File: src/rtl/calc_pkg.sv
// calc_pkg: shared constants and types for the calculator sequencer, the ALU
// and their benches. One-hot ALU op encodings, key codes, error codes and the
// sequencer state enum live here so every consumer agrees on the encodings.
package calc_pkg;

  // One-hot ALU operation codes; all-zero means "no operation in flight".
  localparam logic [3:0] OP_ADD  = 4'b1000;
  localparam logic [3:0] OP_SUB  = 4'b0100;
  localparam logic [3:0] OP_MUL  = 4'b0010;
  localparam logic [3:0] OP_DIV  = 4'b0001;
  localparam logic [3:0] OP_STOP = 4'b0000;

  // Key codes above the digit range 0x00-0x0F.
  localparam logic [4:0] KEY_ADD = 5'h10;
  localparam logic [4:0] KEY_SUB = 5'h11;
  localparam logic [4:0] KEY_MUL = 5'h12;
  localparam logic [4:0] KEY_DIV = 5'h13;
  localparam logic [4:0] KEY_EQ  = 5'h14;
  localparam logic [4:0] KEY_CLR = 5'h15;

  // Error codes reported on err_code.
  localparam logic [1:0] ERR_NONE    = 2'b00;
  localparam logic [1:0] ERR_DIV0    = 2'b01;
  localparam logic [1:0] ERR_TIMEOUT = 2'b10;

  // Sequencer states.
  typedef enum logic [2:0] {
    S_A     = 3'd0,
    S_B     = 3'd1,
    S_ISSUE = 3'd2,
    S_WAIT  = 3'd3,
    S_DONE  = 3'd4,
    S_ERR   = 3'd5
  } state_t;

endpackage

File: src/rtl/calc_ctrl_if.sv
// calc_ctrl_if: op/a/b/busy/o bus between the calculator sequencer (master)
// and the ALU (slave).
//
// Handshake: the master raises alu_op to a one-hot code together with alu_a
// and alu_b and holds all three unchanged until it has taken the result. The
// slave registers alu_busy, so busy may only appear a couple of cycles after
// the op is raised; once busy is low after that, alu_o is the result. The
// master ends the transaction by returning alu_op to all-zero (STOP), which
// is also how an in-flight operation is aborted.
interface calc_ctrl_if;
  logic [3:0] alu_op;
  logic [3:0] alu_a;
  logic [3:0] alu_b;
  logic       alu_busy;
  logic [7:0] alu_o;

  modport master (output alu_op, alu_a, alu_b, input alu_busy, alu_o);
  modport slave  (input alu_op, alu_a, alu_b, output alu_busy, alu_o);
endinterface

File: src/rtl/calc_key_decode.sv
// calc_key_decode: purely combinational classification of a 5-bit key code
// into digit / operator / equals / clear. Unknown codes decode to nothing.
module calc_key_decode
  import calc_pkg::*;
(
  input  logic [4:0] key_code,
  output logic       is_digit,
  output logic       is_op,
  output logic [3:0] op_onehot,
  output logic       is_eq,
  output logic       is_clr
);

  // Classify the key; digits are every code with the top bit clear.
  always_comb begin
    is_digit  = ~key_code[4];
    is_op     = 1'b0;
    op_onehot = OP_STOP;
    is_eq     = 1'b0;
    is_clr    = 1'b0;
    case (key_code)
      KEY_ADD: begin is_op = 1'b1; op_onehot = OP_ADD; end
      KEY_SUB: begin is_op = 1'b1; op_onehot = OP_SUB; end
      KEY_MUL: begin is_op = 1'b1; op_onehot = OP_MUL; end
      KEY_DIV: begin is_op = 1'b1; op_onehot = OP_DIV; end
      KEY_EQ:  is_eq  = 1'b1;
      KEY_CLR: is_clr = 1'b1;
      default: ;
    endcase
  end

endmodule

File: src/rtl/calc_ctrl.sv
// calc_ctrl: calculator sequencer. Collects key events into operand A,
// operator and operand B, issues the op on the ALU bus, waits for the ALU to
// finish, then returns the 8-bit result with a one-cycle res_valid strobe.
// Optional build macro: CALC_ALU_TIMEOUT_EN adds a WAIT timeout that aborts
// the op and reports err_code 10 when the ALU stays busy too long.
module calc_ctrl
  import calc_pkg::*;
#(
  parameter int BUSY_GUARD  = 2,
  parameter int TIMEOUT_CYC = 64
) (
  input  logic        clk,
  input  logic        rst,
  input  logic        key_valid,
  input  logic [4:0]  key_code,
  output logic        key_ready,
  calc_ctrl_if.master alu,
  output logic        res_valid,
  output logic [7:0]  res_data,
  output logic        res_err,
  output logic [1:0]  err_code,
  output state_t      state_dbg
);

  localparam int WCW = $clog2(TIMEOUT_CYC + 1);
  localparam logic [WCW-1:0] GUARD_CNT = WCW'(BUSY_GUARD);
`ifdef CALC_ALU_TIMEOUT_EN
  localparam logic [WCW-1:0] CNT_MAX = WCW'(TIMEOUT_CYC);
`else
  // Without the timeout the counter only needs to get past the guard window.
  localparam logic [WCW-1:0] CNT_MAX = GUARD_CNT;
`endif

  state_t         state;
  logic [3:0]     a_reg;
  logic [3:0]     b_reg;
  logic           a_set;
  logic           b_set;
  logic [3:0]     op_reg;
  logic [WCW-1:0] wait_cnt;

  logic           kd_digit;
  logic           kd_op;
  logic [3:0]     kd_onehot;
  logic           kd_eq;
  logic           kd_clr;
  logic [3:0]     digit;
  logic           key_take;
  logic           clr_hit;

  calc_key_decode u_key_decode (
    .key_code  (key_code),
    .is_digit  (kd_digit),
    .is_op     (kd_op),
    .op_onehot (kd_onehot),
    .is_eq     (kd_eq),
    .is_clr    (kd_clr)
  );

  assign digit     = key_code[3:0];
  // Ordinary keys count only while accepting; clear bypasses key_ready.
  assign key_take  = key_valid & key_ready;
  assign clr_hit   = key_valid & kd_clr;
  assign state_dbg = state;

  // Sequencer FSM with all outputs registered alongside the state.
  always_ff @(posedge clk or negedge rst) begin
    if (!rst) begin
      state     <= S_A;
      a_reg     <= 4'h0;
      b_reg     <= 4'h0;
      a_set     <= 1'b0;
      b_set     <= 1'b0;
      op_reg    <= OP_STOP;
      wait_cnt  <= '0;
      alu.alu_op <= OP_STOP;
      alu.alu_a <= 4'h0;
      alu.alu_b <= 4'h0;
      key_ready <= 1'b1;
      res_valid <= 1'b0;
      res_data  <= 8'h00;
      res_err   <= 1'b0;
      err_code  <= ERR_NONE;
    end else begin
      res_valid <= 1'b0;
      if (clr_hit) begin
        // Clear wins in every state and aborts any op in flight.
        state     <= S_A;
        a_reg     <= 4'h0;
        b_reg     <= 4'h0;
        a_set     <= 1'b0;
        b_set     <= 1'b0;
        op_reg    <= OP_STOP;
        wait_cnt  <= '0;
        alu.alu_op <= OP_STOP;
        alu.alu_a <= 4'h0;
        alu.alu_b <= 4'h0;
        key_ready <= 1'b1;
        res_data  <= 8'h00;
        res_err   <= 1'b0;
        err_code  <= ERR_NONE;
      end else begin
        case (state)
          S_A: begin
            if (key_take) begin
              if (kd_digit) begin
                a_reg <= digit;
                a_set <= 1'b1;
              end else if (kd_op && a_set) begin
                op_reg <= kd_onehot;
                state  <= S_B;
              end
            end
          end
          S_B: begin
            if (key_take) begin
              if (kd_digit) begin
                b_reg <= digit;
                b_set <= 1'b1;
              end else if (kd_op) begin
                op_reg <= kd_onehot;
              end else if (kd_eq && b_set) begin
                if (op_reg == OP_DIV && b_reg == 4'h0) begin
                  // Divide by zero is caught here; the ALU never sees it.
                  state    <= S_ERR;
                  res_err  <= 1'b1;
                  err_code <= ERR_DIV0;
                end else begin
                  // Bus is driven on entry so the op is visible in S_ISSUE.
                  state      <= S_ISSUE;
                  key_ready  <= 1'b0;
                  alu.alu_op <= op_reg;
                  alu.alu_a  <= a_reg;
                  alu.alu_b  <= b_reg;
                end
              end
            end
          end
          S_ISSUE: begin
            state    <= S_WAIT;
            wait_cnt <= '0;
          end
          S_WAIT: begin
            // Busy is meaningless until the ALU has had time to register it.
            if (wait_cnt >= GUARD_CNT && !alu.alu_busy) begin
              res_data   <= alu.alu_o;
              res_valid  <= 1'b1;
              alu.alu_op <= OP_STOP;
              state      <= S_DONE;
            end
`ifdef CALC_ALU_TIMEOUT_EN
            else if (wait_cnt == CNT_MAX) begin
              alu.alu_op <= OP_STOP;
              state      <= S_ERR;
              res_err    <= 1'b1;
              err_code   <= ERR_TIMEOUT;
              key_ready  <= 1'b1;
            end
`endif
            else if (wait_cnt != CNT_MAX) begin
              wait_cnt <= wait_cnt + 1'b1;
            end
          end
          S_DONE: begin
            state     <= S_A;
            a_set     <= 1'b0;
            b_set     <= 1'b0;
            key_ready <= 1'b1;
          end
          S_ERR: begin
            // Only clear leaves this state.
            state <= S_ERR;
          end
          default: begin
            state     <= S_A;
            key_ready <= 1'b1;
          end
        endcase
      end
    end
  end

endmodule

File: src/flat_wrapper.sv
// flat-port wrapper written by rule: the top's interface ports become plain ports
module calc_ctrl_flat import calc_pkg::*;
#(
  parameter int BUSY_GUARD  = 2,
  parameter int TIMEOUT_CYC = 64
)
  (clk, rst, key_valid, key_code, key_ready, res_valid, res_data, res_err, err_code, state_dbg, alu_alu_op, alu_alu_a, alu_alu_b, alu_alu_busy, alu_alu_o);
  calc_ctrl_if alu_i ();
  input  logic clk;
  input  logic rst;
  input  logic key_valid;
  input  logic [4:0] key_code;
  output logic key_ready;
  output logic res_valid;
  output logic [7:0] res_data;
  output logic res_err;
  output logic [1:0] err_code;
  output state_t state_dbg;
  output wire logic [$bits(alu_i.alu_op)-1:0] alu_alu_op;
  output wire logic [$bits(alu_i.alu_a)-1:0] alu_alu_a;
  output wire logic [$bits(alu_i.alu_b)-1:0] alu_alu_b;
  input wire logic [$bits(alu_i.alu_busy)-1:0] alu_alu_busy;
  input wire logic [$bits(alu_i.alu_o)-1:0] alu_alu_o;
  assign alu_alu_op = alu_i.alu_op;
  assign alu_alu_a = alu_i.alu_a;
  assign alu_alu_b = alu_i.alu_b;
  assign alu_i.alu_busy = alu_alu_busy;
  assign alu_i.alu_o = alu_alu_o;
  calc_ctrl #(.BUSY_GUARD(BUSY_GUARD), .TIMEOUT_CYC(TIMEOUT_CYC)) u_core (.clk(clk), .rst(rst), .key_valid(key_valid), .key_code(key_code), .key_ready(key_ready), .alu(alu_i), .res_valid(res_valid), .res_data(res_data), .res_err(res_err), .err_code(err_code), .state_dbg(state_dbg));
endmodule
File: config.mk
export PLATFORM = sky130hd
export DESIGN_NAME = calc_ctrl_flat
export DESIGN_NICKNAME = d
export VERILOG_FILES = /design/src/rtl/calc_pkg.sv /design/src/rtl/calc_ctrl_if.sv /design/src/rtl/calc_key_decode.sv /design/src/rtl/calc_ctrl.sv /design/src/flat_wrapper.sv
export SDC_FILE = /design/constraint.sdc
export NUM_CORES = 1
export LEC_CHECK = 0
export BUFFER_PORTS_ARGS = -buffer_cell sky130_fd_sc_hd__buf_2
export CELL_PAD_IN_SITES_DETAIL_PLACEMENT = 1
export CELL_PAD_IN_SITES_GLOBAL_PLACEMENT = 1
export CORE_UTILIZATION = 31
export CTS_CLUSTER_DIAMETER = 40
export CTS_CLUSTER_SIZE = 28
export DETAILED_ROUTE_END_ITERATION = 10
export PLACE_DENSITY = 0.64
export SLEW_MARGIN = 15
export SYNTH_ARGS = -nofsm -noshare
export SYNTH_HDL_FRONTEND = slang
export SYNTH_SLANG_ARGS = --single-unit
File: constraint.sdc
create_clock -name clk -period 3.2 [get_ports clk]
set_input_delay 0.32 -clock clk [delete_from_list [all_inputs] [get_ports clk]]
set_output_delay 0.32 -clock clk [all_outputs]
set_load 0.02 [all_outputs]
==> impl_metrics.yaml <==
finish:
  largest_register_ffs: 8
  multi_input_area_mm2: 0.001005
  syn_to_final_growth_pct: 16.27
  n_fill_cell: 831
  drive_above_1_share: 0.3205
  top_regs: "u_core.res_data: 8 flops, u_core.wait_cnt: 7 flops"
  regArea_mm2: 0.001177
  n_antenna_cell: 0
  fin_nets: 278
  fin_cells: 355
  regMostFlops: "u_core.res_data"
cts:
  cts-root-buf: "clkbuf_8"
  clock_path_buffers: 2
  hold_buffers: 0
  ctsResizeCount: 0
  clk_latency_ps: 300
  cts_tree: "done"
  numClockSinks: 47
  clk_pin_slew_ps: 90
  cts_made_buffers: 5
  cts_max_level: 2
  post_cts_buffers: 0
drt:
  drt-total-wl_mm: 5.466
  first_pass_iters: 4
  drtIter0Drc: 61
  ant_nets: 0
  remaining_drc_errors: 0
  top_layer: "met4"
  via_count: 1769
  wl_met3_um: 237
  wl_met1_mm: 2.681
  wl_met2_mm: 2.476
  post_drt_wl_per_cell_um: 15.40
  via_per_inst: 4.983
floorplan:
  rows: 30
  ios: 45
  start_util: 0.3288
  die_h_um: 87.83
  dieArea_mm2: 0.007713
  die_w_um: 87.83
  core_area_mm2: 0.006944
yosys:
  synth.area.top_cells: "dfrtp_1 50%, nor2_1 3.6%, mux2i_1 3.5%"
  synth_area_leader_cell: "dfrtp_1"
  syn_inst: 219
  syn_area_mm2: 0.002283
  synth_top_flop_cell: "dfrtp_1"
  synth.most_common_cell: "dfrtp_1"
  avgSynthCellArea_um2: 10.43
  ys_ff_latch: 47
  synth_async_sr_flop_share: 1.000
  syn_nets: 238
  yosysWarningCount: 0
  synth_cell_type_count: 52
  synth_common_cells: "46 x dfrtp_1, 22 x nor2_1, 15 x nand2_1, 13 x o21ai_0, 11 x a21oi_1"
  ys_seq_area_frac: 0.5156
  synth-edff-count: 0
  synth_top_area_frac: 0.5041
timing:
  worst_slew_pin_slew_ps: 792.7
  skew_ps: 12.67
  rsz0062_at_grt: "false"
  fmax_ghz: 0.4610
  fin_ws_ps: 1031
  maxSlewHeadroom: 0.4659
  hold_violations: 0
  period_minus_slack_ps: 2169
  setup_tns_ps: 0
  fin_crit_sh: 0.6779
  finalMaxSlewViolations: 0
  finalSetupViolations: 0
placement:
  dp.cells: 348
  place_ws_ps: 1012
  gp_congestion: 0.8203
  numPortBuffers: 43
  post-dp-hpwl_mm: 3.836
global_route:
  grt_pass1_vias: 1892
  grt_pass1_wl_mm: 9.280
  track_usage: 0.1587
  antenna_found_initial: 0
  overflow: 0
  grt_max_degree: 48
flow_run:
  cap_violations: 0
power_and_ir_drop:
  peakVddDrop_mv: 0.3111
  p_per_area_mw_per_mm2: 609.1
  p_leak_nw: 1.238
worst_setup_path:
  path_class: "reg2reg"
  path_delay_family: "flip-flops"
  crit_arrival_ps: 2350
  worstPathRequired_ps: 3380
  startpoint: "u_core.state_dbg[1]"
  path_cells: "inv_1, a311o_1, nor3_4, mux2i_1, nor2_1"
  cp-end-kind: "register"
  cp_max_fo: 13
  crit_path_start_kind: "register"
  rr_startpoint: "u_core.state_dbg[1]"
  slowest_stage: "dfrtp_1"
  path_buf_inv: 1
  cp_slowest_stage_delay_ps: 600
worst_hold_path:
  hold_path.class: "in2async"
run_status:
  outcome: "complete, no violations"
==> worst reg2reg max path: cells and delay by family, from the launching register on <==
kind,cells,cell delay [ps]
DFF,1,600
and+or+nand+nor,2,530
AOI/OAI and AO/OA,1,450
muxes,1,250
buffers and inverters,1,220
==> path summary, 6_finish.rpt <==
kind,slack (ps),end,cells after the start
max in group asynchronous,2750,u_core.wait_cnt[1],1
min,10,u_core.alu.alu_op[0],1
max,1030,u_core.res_data[4],5
min reg2reg,500,u_core.alu.alu_op[0],1
max reg2reg,1030,u_core.res_data[4],5
min in group clk,260,u_core.res_data[5],3
==> through the flow <==
step / power [mW] / hold slack (ps) / utilization / cell area (um^2)
after floorplan: 1.127 / 24.41 / - / 2283
after global placement: 1.275 / 487.0 / 0.3701 / 2570
after detailed placement: 1.283 / 490.7 / 0.3701 / 2570
after CTS: 1.644 / 249.8 / 0.3820 / 2653
after global routing: 1.732 / 60.16 / 0.3823 / 2655
final: 1.617 / 12.52 / 0.3823 / 2655
==> routing by layer <==
layer  GRT usage  up-vias
met2      0.2530       38
met4     0.05365        0
met5           0        -
met3     0.03487        7
met1      0.2134      869
li1            -      855
==> layout make-up <==
class | count | share of cell area
flip-flops and latches | 47 | 0.4434
multi-input cells | 151 | 0.3784
repair buffers | 46 | 0.09048
well taps | 96 | 0.04524
clock buffers | 5 | 0.02592
inverters | 8 | 0.01131
clock inverters | 2 | 0.005184
==> report_power, final <==
group          total [mW]  leakage [nW]  switching (mW)  internal, mW
Sequential          0.824         0.618           0.113         0.711
Combinational       0.444         0.576           0.271         0.173
Clock               0.349        0.0440           0.200         0.150
==> cells by family after synthesis <==
family	share of synthesized area
compound gates	0.1737
xor+xnor	0.003836
fa+ha+maj	0.01096
buf+inv	0.04438
flops	0.5156
mux	0.06466
other cells	0.001642
simple gates	0.1852
==> cell usage in the layout (no fill, tap or decap), drive strengths merged, types with 2 or more instances in the layout <==
| cell type | n |
|---|---|
| or4 | 2 |
| ha | 2 |
| nor2 | 22 |
| dfrtp | 46 |
| a311o | 2 |
| nand4 | 2 |
| mux2 | 6 |
| and2 | 3 |
| o21ai | 16 |
| nor3 | 5 |
| a22o | 4 |
| inv | 8 |
| nand2 | 23 |
| a21oi | 19 |
| nand3 | 5 |
| nor4 | 2 |
| or3 | 5 |
| mux2i | 8 |
| clkinv | 2 |
| a31oi | 2 |
| clkbuf | 5 |
| buf | 46 |
| o31ai | 3 |
(Power assumes the default switching activity.)
